## config.mk

```make
export PLATFORM = sky130hd
export DESIGN_NAME = slot_reels
export DESIGN_NICKNAME = d
export VERILOG_FILES = /design/src/rtl/slot_reels_pkg.sv /design/src/rtl/slot_reels_lfsr_reel.sv /design/src/rtl/slot_reels.sv
export SDC_FILE = /design/constraint.sdc
export NUM_CORES = 1
export LEC_CHECK = 0
export ABC_CLOCK_PERIOD_IN_PS = 2660
export CAP_MARGIN = 25
export CORE_UTILIZATION = 45
export CTS_CLUSTER_SIZE = 30
export DETAILED_ROUTE_END_ITERATION = 8
export GPL_ROUTABILITY_DRIVEN = 0
export PLACE_DENSITY = 0.64
export SLEW_MARGIN = 5
export SYNTH_ARGS = -nofsm -noshare
export SYNTH_HDL_FRONTEND = slang
export SYNTH_SLANG_ARGS = --single-unit
export TNS_END_PERCENT = 50
```

## constraint.sdc

```tcl
create_clock -name clk -period 2.66 [get_ports clk]
set_input_delay 0.532 -clock clk [delete_from_list [all_inputs] [get_ports clk]]
set_output_delay 0.532 -clock clk [all_outputs]
set_load 0.02 [all_outputs]
```

## src/rtl/slot_reels_pkg.sv

```systemverilog
// ---------------------------------------------------------------------------
// slot_pkg -- shared types and helpers for the slot_reels block.
//
// Contents:
//   state_t   game FSM states (IDLE, SPIN, STOPPING, DONE)
//   tap_mask  feedback tap mask for a maximal-length W-bit reel, W = 3..8
//   seed_of   reset value of reel i: (seed + i) mod 2^w, never zero
// ---------------------------------------------------------------------------
package slot_pkg;

    typedef enum logic [1:0] {
        IDLE,
        SPIN,
        STOPPING,
        DONE
    } state_t;

    // Taps are applied to the current value; the XOR of the selected bits
    // is shifted into the MSB while the register shifts right.
    function automatic logic [7:0] tap_mask(input int w);
        case (w)
            3:       return 8'b0000_0011;
            4:       return 8'b0000_0011;
            5:       return 8'b0000_0101;
            6:       return 8'b0000_0011;
            7:       return 8'b0000_0011;
            8:       return 8'b0001_1101;
            default: return 8'b0000_0011;
        endcase
    endfunction

    // An LFSR stuck at zero never leaves it, so a zero seed is bumped to 1.
    function automatic int seed_of(input int seed, input int i, input int w);
        int v;
        v = (seed + i) % (1 << w);
        if (v == 0) begin
            v = 1;
        end
        return v;
    endfunction

endpackage

```

## src/rtl/slot_reels_lfsr_reel.sv

```systemverilog
// ---------------------------------------------------------------------------
// lfsr_reel -- one W-bit maximal-length LFSR reel.
//
// Parameters: W (3..8), SEED_VAL (nonzero reset value)
// Ports:
//   clk  in   system clock
//   rst  in   asynchronous active-high reset, loads SEED_VAL
//   en   in   advance the reel by one position on this edge
//   q    out  current reel value (never zero)
// ---------------------------------------------------------------------------
module lfsr_reel
    import slot_pkg::*;
#(
    parameter int W        = 4,
    parameter int SEED_VAL = 1
) (
    input  logic         clk,
    input  logic         rst,
    input  logic         en,
    output logic [W-1:0] q
);

    localparam logic [7:0]   TAPS_ALL = tap_mask(W);
    localparam logic [W-1:0] TAPS     = TAPS_ALL[W-1:0];
    localparam logic [W-1:0] SEED_W   = SEED_VAL[W-1:0];

    // Right shift with the tap parity fed into the MSB.
    always_ff @(posedge clk or posedge rst) begin
        if (rst) begin
            q <= SEED_W;
        end else if (en) begin
            q <= {^(q & TAPS), q[W-1:1]};
        end
    end

endmodule

```

## src/rtl/slot_reels.sv

```systemverilog
// ---------------------------------------------------------------------------
// slot_reels -- multi-reel slot-machine core.
//
// NUM_REELS LFSR reels spin together on the step strobe; after a stop
// request (honoured only once MIN_SPIN steps have elapsed) they freeze one
// at a time, left to right, STOP_GAP steps apart. When the last reel
// freezes, done pulses and win reports whether all reels show the same value.
//
// Optional feature macro: SLOT_REELS_AUTOSTOP_EN -- when defined, a game with
// no stop request after MAX_SPIN steps stops itself.
//
// Ports:
//   clk      in   system clock
//   rst      in   asynchronous active-high reset
//   step     in   one-clk advance strobe
//   start    in   begin a game (IDLE only)
//   stop     in   request reel stop (SPIN only)
//   reels    out  reel i at bits [i*W +: W]
//   stopped  out  bit i set when reel i is frozen
//   busy     out  high in SPIN and STOPPING
//   done     out  one-clk pulse when the last reel freezes
//   win      out  all reels equal; valid with done, held until next start
// ---------------------------------------------------------------------------
module slot_reels
    import slot_pkg::*;
#(
    parameter int NUM_REELS = 3,
    parameter int W         = 4,
    parameter int SEED      = 11,
    parameter int MIN_SPIN  = 8,
    parameter int STOP_GAP  = 4,
    parameter int MAX_SPIN  = 64
) (
    input  logic                   clk,
    input  logic                   rst,
    input  logic                   step,
    input  logic                   start,
    input  logic                   stop,
    output logic [NUM_REELS*W-1:0] reels,
    output logic [NUM_REELS-1:0]   stopped,
    output logic                   busy,
    output logic                   done,
    output logic                   win
);

    localparam int SW = $clog2(MIN_SPIN + 1);
    localparam int GW = $clog2(STOP_GAP + 1);
    localparam int IW = $clog2(NUM_REELS);
    localparam logic [SW-1:0] MIN_SPIN_C = SW'(MIN_SPIN);
    localparam logic [GW-1:0] STOP_GAP_C = GW'(STOP_GAP);
    localparam logic [IW-1:0] LAST_IDX   = IW'(NUM_REELS - 1);

    // An out-of-range parameter set elaborates this empty marker block,
    // which makes the misconfiguration visible in the hierarchy.
    if (NUM_REELS < 2 || NUM_REELS > 8 || W < 3 || W > 8 || SEED == 0 ||
        MIN_SPIN < 1 || STOP_GAP < 1 || MAX_SPIN < 1) begin : g_param_out_of_range
    end

    state_t               state, state_d;
    logic [NUM_REELS-1:0] stopped_q, stopped_d;
    logic [NUM_REELS-1:0] freeze;
    logic [NUM_REELS-1:0] reel_en;
    logic [SW-1:0]        spin_cnt, spin_cnt_d;
    logic [GW-1:0]        gap_cnt, gap_cnt_d;
    logic [IW-1:0]        idx, idx_d;
    logic                 pending, pending_d;
    logic                 win_q, win_d;
    logic                 busy_q, busy_d;
    logic                 done_q, done_d;
    logic                 active;
    logic                 all_equal;
    logic [W-1:0]         reel_val [NUM_REELS];

`ifdef SLOT_REELS_AUTOSTOP_EN
    localparam int MW = $clog2(MAX_SPIN + 1);
    localparam logic [MW-1:0] MAX_SPIN_C = MW'(MAX_SPIN);
    logic [MW-1:0] max_cnt, max_cnt_d;
`endif

    assign active  = (state == SPIN) || (state == STOPPING);
    // A reel being frozen on this edge must not also advance on it.
    assign reel_en = {NUM_REELS{step & active}} & ~stopped_q & ~freeze;

    genvar i;
    for (i = 0; i < NUM_REELS; i++) begin : g_reel
        lfsr_reel #(
            .W        (W),
            .SEED_VAL (seed_of(SEED, i, W))
        ) u_reel (
            .clk (clk),
            .rst (rst),
            .en  (reel_en[i]),
            .q   (reel_val[i])
        );
        assign reels[i*W +: W] = reel_val[i];
    end

    // Win compare; sampled on the edge that freezes the last reel, when
    // every other reel is already still and the last one holds its value.
    always_comb begin
        all_equal = 1'b1;
        for (int k = 1; k < NUM_REELS; k++) begin
            if (reel_val[k] != reel_val[0]) begin
                all_equal = 1'b0;
            end
        end
    end

    // Next-state and next-counter logic for the game FSM. The SPIN exit
    // looks at the updated counter and pending flag so that an early stop
    // is honoured on the very step that completes the minimum spin.
    always_comb begin
        state_d    = state;
        stopped_d  = stopped_q;
        spin_cnt_d = spin_cnt;
        gap_cnt_d  = gap_cnt;
        idx_d      = idx;
        pending_d  = pending;
        win_d      = win_q;
        freeze     = '0;
`ifdef SLOT_REELS_AUTOSTOP_EN
        max_cnt_d  = max_cnt;
`endif
        case (state)
            IDLE: begin
                if (start) begin
                    state_d    = SPIN;
                    stopped_d  = '0;
                    spin_cnt_d = '0;
                    gap_cnt_d  = '0;
                    idx_d      = '0;
                    pending_d  = 1'b0;
                    win_d      = 1'b0;
`ifdef SLOT_REELS_AUTOSTOP_EN
                    max_cnt_d  = '0;
`endif
                end
            end
            SPIN: begin
                if (step && spin_cnt != MIN_SPIN_C) begin
                    spin_cnt_d = spin_cnt + SW'(1);
                end
                if (stop) begin
                    pending_d = 1'b1;
                end
`ifdef SLOT_REELS_AUTOSTOP_EN
                if (step && max_cnt != MAX_SPIN_C) begin
                    max_cnt_d = max_cnt + MW'(1);
                end
                if (max_cnt_d == MAX_SPIN_C) begin
                    pending_d = 1'b1;
                end
`endif
                if (pending_d && spin_cnt_d == MIN_SPIN_C) begin
                    state_d      = STOPPING;
                    stopped_d[0] = 1'b1;
                    freeze[0]    = 1'b1;
                    idx_d        = IW'(1);
                    gap_cnt_d    = '0;
                end
            end
            STOPPING: begin
                if (step) begin
                    if (gap_cnt + GW'(1) == STOP_GAP_C) begin
                        gap_cnt_d        = '0;
                        stopped_d[idx]   = 1'b1;
                        freeze[idx]      = 1'b1;
                        if (idx == LAST_IDX) begin
                            state_d = DONE;
                            win_d   = all_equal;
                        end else begin
                            idx_d = idx + IW'(1);
                        end
                    end else begin
                        gap_cnt_d = gap_cnt + GW'(1);
                    end
                end
            end
            DONE: begin
                state_d = IDLE;
            end
            default: begin
                state_d = IDLE;
            end
        endcase
    end

    // busy and done are registered from the next state so they line up
    // exactly with the state they describe.
    assign busy_d = (state_d == SPIN) || (state_d == STOPPING);
    assign done_d = (state_d == DONE);

    // State and counter registers.
    always_ff @(posedge clk or posedge rst) begin
        if (rst) begin
            state     <= IDLE;
            stopped_q <= '1;
            spin_cnt  <= '0;
            gap_cnt   <= '0;
            idx       <= '0;
            pending   <= 1'b0;
            win_q     <= 1'b0;
            busy_q    <= 1'b0;
            done_q    <= 1'b0;
`ifdef SLOT_REELS_AUTOSTOP_EN
            max_cnt   <= '0;
`endif
        end else begin
            state     <= state_d;
            stopped_q <= stopped_d;
            spin_cnt  <= spin_cnt_d;
            gap_cnt   <= gap_cnt_d;
            idx       <= idx_d;
            pending   <= pending_d;
            win_q     <= win_d;
            busy_q    <= busy_d;
            done_q    <= done_d;
`ifdef SLOT_REELS_AUTOSTOP_EN
            max_cnt   <= max_cnt_d;
`endif
        end
    end

    assign stopped = stopped_q;
    assign busy    = busy_q;
    assign done    = done_q;
    assign win     = win_q;

endmodule

```

==> impl_metrics.env <==
export IMPL_tritoncts_num_buffers=5
export IMPL_drt_vias_per_instance=5.50
export IMPL_finish_instance_area_um2=2130
export IMPL_worst_hold_path_type="reg -> reg"
export IMPL_globalRouteOverflowTotal=0
export IMPL_count_of_routing_violations_after_the_opening_detailed_route_iteration=87
export IMPL_grt_pass1_wl_mm=6.02
export IMPL_totalNegativeSetupSlack_ps=0
export IMPL_layout_drive_gt1_share_pct=20.3
export IMPL_hold_worst_slack_ps=536
export IMPL_areaGrowthSynthToFinish_pct=23.0
export IMPL_asyncSetResetFlopFracSynth_pct=100
export IMPL_synthesis_instances=170
export IMPL_routed_wl_mm=3.56
export IMPL_clock_skew_final_ps=10.2
export IMPL_final_hold_violation_count=0
export IMPL_yosysTopAreaCell="dfrtp_1"
export IMPL_placement_rows=22
export IMPL_run_status="finished, final reports clean"
export IMPL_holdBufCountCts=0
export IMPL_grt_start_max_net_pins=31
export IMPL_die_h_um=64.0
export IMPL_report_final_setup_viol=0
export IMPL_number_of_storage_elements_in_the_synthesis_netlist=30
export IMPL_finish_net_count=218
export IMPL_seq_area_frac_synth_pct=44.1
export IMPL_grt_pass1_vias=1332
export IMPL_clk_insertion_delay_late_ps=290
export IMPL_cellLeakagePower_nw=0.916
export IMPL_die_area_um2=4100
export IMPL_synth_cell_type_count=43
export IMPL_groute_usage_overall_pct=19.5
export IMPL_start_kind="flop"
export IMPL_detailedRoute_firstPassIterationCount=4
export IMPL_ctsHtreeMaxLevel=2
export IMPL_dp_hpwl_mm=2.66
export IMPL_postcts_setup_bufs=0
export IMPL_worstPathMaxFanout=7
export IMPL_grt_antenna_before_repair=0
export IMPL_synth_top_cells_by_area="dfrtp_1, dfstp_2, ha_1"
export IMPL_n_antenna_cell=0
export IMPL_synth_edf_count=0
export IMPL_synth_area_per_cell_um2=10.2
export IMPL_cts_tree="yes"
export IMPL_floorplan_die_width_um=64.0
export IMPL_placedInstanceArea_um2=2030
export IMPL_power_density_cell_area_nw_per_um2=856
export IMPL_netlist_area_leader_share_pct=27.5
export IMPL_worst_slew_margin_rel_pct=60.8
export IMPL_core_region_area_um2=3690
export IMPL_synth_net_count=187
export IMPL_ff2ff_setup_slack_ps=340
export IMPL_start_util_pct=46.9
export IMPL_yosysWarningCount=0
export IMPL_cp_arrival_ps=2480
export IMPL_post_drt_wl_per_cell_um=14.2
export IMPL_worst_ir_drop_vdd_mv=0.473
export IMPL_cts_root_buf="clkbuf_8"
export IMPL_maxSlewViolCount=0
export IMPL_grt_setup_unrepaired="false"
export IMPL_max_freq_ghz=0.432
export IMPL_worstMarginPinSlew_ps=583
export IMPL_ios=23
export IMPL_cts_sink_count=30
export IMPL_io_buffer_count=22
export IMPL_vias=1374
export IMPL_end_kind="flop"
export IMPL_max_cap_violations=0
export IMPL_timing_final_crit_period_ps=2320
export IMPL_worstSetupPathType="reg -> reg"
export IMPL_clockBufferDepth=2
export IMPL_nFillCells=338
export IMPL_post_cts_resized=0
export IMPL_ys_dominant_reg_cell="dfrtp_1"
export IMPL_drtAntennaViolNets=0
export IMPL_final_min_period_over_clock_period_pct=87.1
export IMPL_syn_area_um2=1730
export IMPL_post_route_drc_count=0
export IMPL_cts_reportedPaths_clkPinSlew_ps=70
export IMPL_crit_required_ps=2830
[metal layers]
metal	vias to the layer above	GRT usage [%]	part of all wire, %
met2	30	31.1	46
met4	0	8.24	1.6
li1	678	-	-
met5	-	0	0
met1	661	24.9	48
met3	5	4.82	4.3
[final cells by class]
type,count,area [um^2],area share [%]
Clock buffer,6,82.6,3.88
Clock inverter,2,12.5,0.588
Inverter,11,41.3,1.94
Multi-Input combinational cell,126,911,42.8
Sequential cell,30,764,35.9
Tap cell,48,60.1,2.82
Timing Repair Buffer,27,258,12.1
[path summary, 6_finish.rpt]
| path | start | endpoint | depth (start not counted) |
|---|---|---|---|
| min reg2reg | pending | pending | 2 |
| max in group asynchronous | rst | g_reel[0].u_reel.q[1] | 3 |
| max | spin_cnt[0] | busy | 8 |
| max reg2reg | spin_cnt[0] | busy | 8 |
| min | pending | pending | 2 |
| min in group asynchronous | rst | spin_cnt[2] | 3 |
[placed cells by master, fill, tap and decap left out, drive strengths merged, types with 2 or more instances in the layout]
cell type	n
a211oi	6
a21boi	3
a21oi	14
and2	3
buf	5
clkbuf	6
clkdlybuf4s50	22
dfrtp	19
dfstp	11
ha	12
inv	11
mux2	12
nand2	13
nand3	3
nor2	12
nor2b	3
nor3	6
o211ai	2
o21ai	8
o31ai	3
o32ai	2
or3	4
xnor2	3
xor2	2
[worst max-delay path: stages (launching register included)]
cell	delay (ps)
dfrtp_1	450
inv_1	130
ha_1	200
nand3b_2	140
and4b_1	230
o211ai_2	360
nand2_1	100
a211oi_1	300
ha_1	290
[state kept, by name, summed over array words and instances, names as in the netlist]
register and cells:
g_reel.u_reel.q 12, idx 2, win 1, busy 1, stopped 3, done 1, gap_cnt 3, pending 1
state 2, spin_cnt 4
[power by group]
group	total (mW)	switching, mW	internal, mW
clock network	0.386	0.178	0.208
registers	0.682	0.109	0.573
logic	0.756	0.419	0.337
[through the flow]
step,util [%],instances,setup WS [ps],power [mW]
floorplan,-,170,659,1.19
global placement,55.2,242,167,1.42
detailed placement,55.2,242,83.7,1.44
CTS,57.7,250,349,1.84
global route,57.7,250,199,1.95
finish,57.7,250,344,1.82
[Yosys cell counts, types with 2 or more instances]
master / instances
dfrtp_1: 19
a21oi_1: 14
nand2_1: 13
ha_1: 12
nor2_1: 12
dfstp_2: 11
inv_1: 11
mux2_2: 11
o21ai_0: 7
nor3_1: 6
a211oi_1: 4
or3_1: 4
and2_1: 3
nand3_1: 3
nor2b_1: 3
o31ai_1: 3
xnor2_1: 3
a211oi_2: 2
a21boi_0: 2
clkbuf_1: 2
o32ai_1: 2
xor2_1: 2
[logic make-up after synthesis]
kind of cell,count (synthesis),synth area share [%]
muxes,13,8.38
xor gates and xnor gates,5,2.53
DFF,30,44.1
and+or+nand+nor,50,14.4
AOI/OAI and AO/OA,46,18.6
adders and majority gates,12,8.67
buffers and inverters,14,3.25
Power figures use the tool's default switching activity.
==> variant, RTL diff (config.mk and constraints unchanged) <==
The option `SLOT_REELS_AUTOSTOP_EN` is turned on by a define.
--- a/src/rtl/slot_reels.sv
+++ b/src/rtl/slot_reels.sv
@@ -23,2 +23,4 @@
 // ---------------------------------------------------------------------------
+`define SLOT_REELS_AUTOSTOP_EN
+
 module slot_reels
Function: no difference found for any inputs over 10 cycles, from zero or initial values and one cycle with rst high; that may be too few to reach the edited logic, so the function may still have changed.
==> variant against the unedited design <==
- sequential share of layout area shrank 3.4 points
- global-route usage up 1.4 points
- sequential cell count increased by 7
- worst hold slack worse by 0.043 ns
- final area is 36% higher
- synthesized area increased by 33%
- critical path type unchanged
- utilization grew 2.2 points
- total power rose by 35%
- largest power group unchanged
- routed wire length rose by 43%
- worst setup slack worse by 0.25 ns
- maximum frequency down 9.7%
- die area rose by 31%
- final cell count increased by 39%
==> variant: results (changes against the unedited design) <==
| Metric | Value |
|---|---|
| Largest cells by area after synthesis | `dfrtp_1, dfstp_2, ha_1` |
| DRT iter0 DRCs | `96 (+10%)` |
| Outcome | `finished, final reports clean` |
| Most instantiated cells after synthesis | `dfrtp_1, nand2_1, o21ai_0` |
| Critical-path maximum fanout | `4 (-3)` |
| First-pass GRT wire length | `8690 um (+45%)` |
| Vias in the first global route | `1,863 (+40%)` |
| # fillers | `431 (+28%)` |
| Final nets | `299 (+37%)` |
| Drt total wl | `5090 um (+43%)` |
| VDD IR max | `0.440 mV (-6.9%)` |
| Largest net degree at the start of global routing | `24 (-23%)` |
| Distinct cell type count after synthesis | `51 (+19%)` |
| Pwr dens | `850 nW/um2 (-0.74%)` |
| Crit path max-delay family | `simple AND/OR/NAND/NOR gates` |
| Met1 usage | `28.9% (+3.9 points)` |
| Placed insts | `338 (+40%)` |
| Clk pwr share | `16.9% (-4.3 points)` |
| Routed wl met3 | `200 um (+32%)` |
| Layout cells sized above 1 | `24.2% (+3.9 points)` |
| WL met1 | `2460 um (+43%)` |
| Syn_area_per_cell | `9.76 um2 (-4.1%)` |
| Largest registers | `g_reel.u_reel.q x12, max_cnt x7, spin_cnt x4` |
| Vias | `1,950 (+42%)` |
| Switching Power | `956 uW (+35%)` |
| HPWL after DPL | `3720 um (+40%)` |
| Seq. pwr | `871 uW (+28%)` |
| Vias/cell | `5.60 (+2.0%)` |
| Routing usage on met2 | `33.2% (+2.1 points)` |
| GRT Total Usage | `20.9% (+1.4 points)` |
| Leakage power | `0.00129 uW (+41%)` |
| Post-synthesis sequential area ratio | `40.9% (-3.2 points)` |
| CP arrival | `2.74 ns (+0.26 ns)` |
==> variant: changes by cell type after synthesis, sizes merged, moves of 5 or more <==
cell	delta
a211oi	-5
a22o	+8
clkbuf	+6
dfrtp	+7
nand2	+8
nand3	+8
o21ai	+8
==> variant: path summary, 6_finish.rpt <==
check / endpoint / slack [ns] / start
setup / recovery: gap_cnt[0]$_DFFE_PP0P_ / 0.1 / max_cnt[0]$_DFFE_PP0P_
hold / removal: stopped[0]$_DFFE_PP1P_ / 0.49 / stopped[0]$_DFFE_PP1P_
setup reg to reg: gap_cnt[0]$_DFFE_PP0P_ / 0.1 / max_cnt[0]$_DFFE_PP0P_
hold reg to reg: stopped[0]$_DFFE_PP1P_ / 0.49 / stopped[0]$_DFFE_PP1P_
max in group asynchronous: stopped[1]$_DFFE_PP1P_ / 1.40 / rst
min in group asynchronous: spin_cnt[0]$_DFFE_PP0P_ / 0.63 / rst
==> variant: area by class of cell <==
cell class / count / area [um2] / share of cell area, %
clock inverter: 1 / 7.51 / 0.260
sequential: 37 / 940 / 32.5
multi-input combinational: 173 / 1280 / 44.5
timing repair buffer: 48 / 430 / 14.9
clock buffer: 7 / 86.3 / 2.99
inverter: 15 / 56.3 / 1.95
tap: 67 / 83.8 / 2.90
==> variant: repair_timing <==
action                                  4_1_cts  5_1_grt
setup buffers                                 0        2
endpoints found under the setup margin        0       12
hold buffers                                  0        0
resized for setup                             0        7
==> variant: kinds of logic after synthesis <==
group / after synthesis / share of synthesized area (%)
mux: 20 / 9.54
compound gates: 57 / 17.5
buf+inv: 25 / 4.47
simple gates: 77 / 18.0
flops: 37 / 40.9
xor+xnor: 5 / 1.91
fa+ha+maj: 14 / 7.63
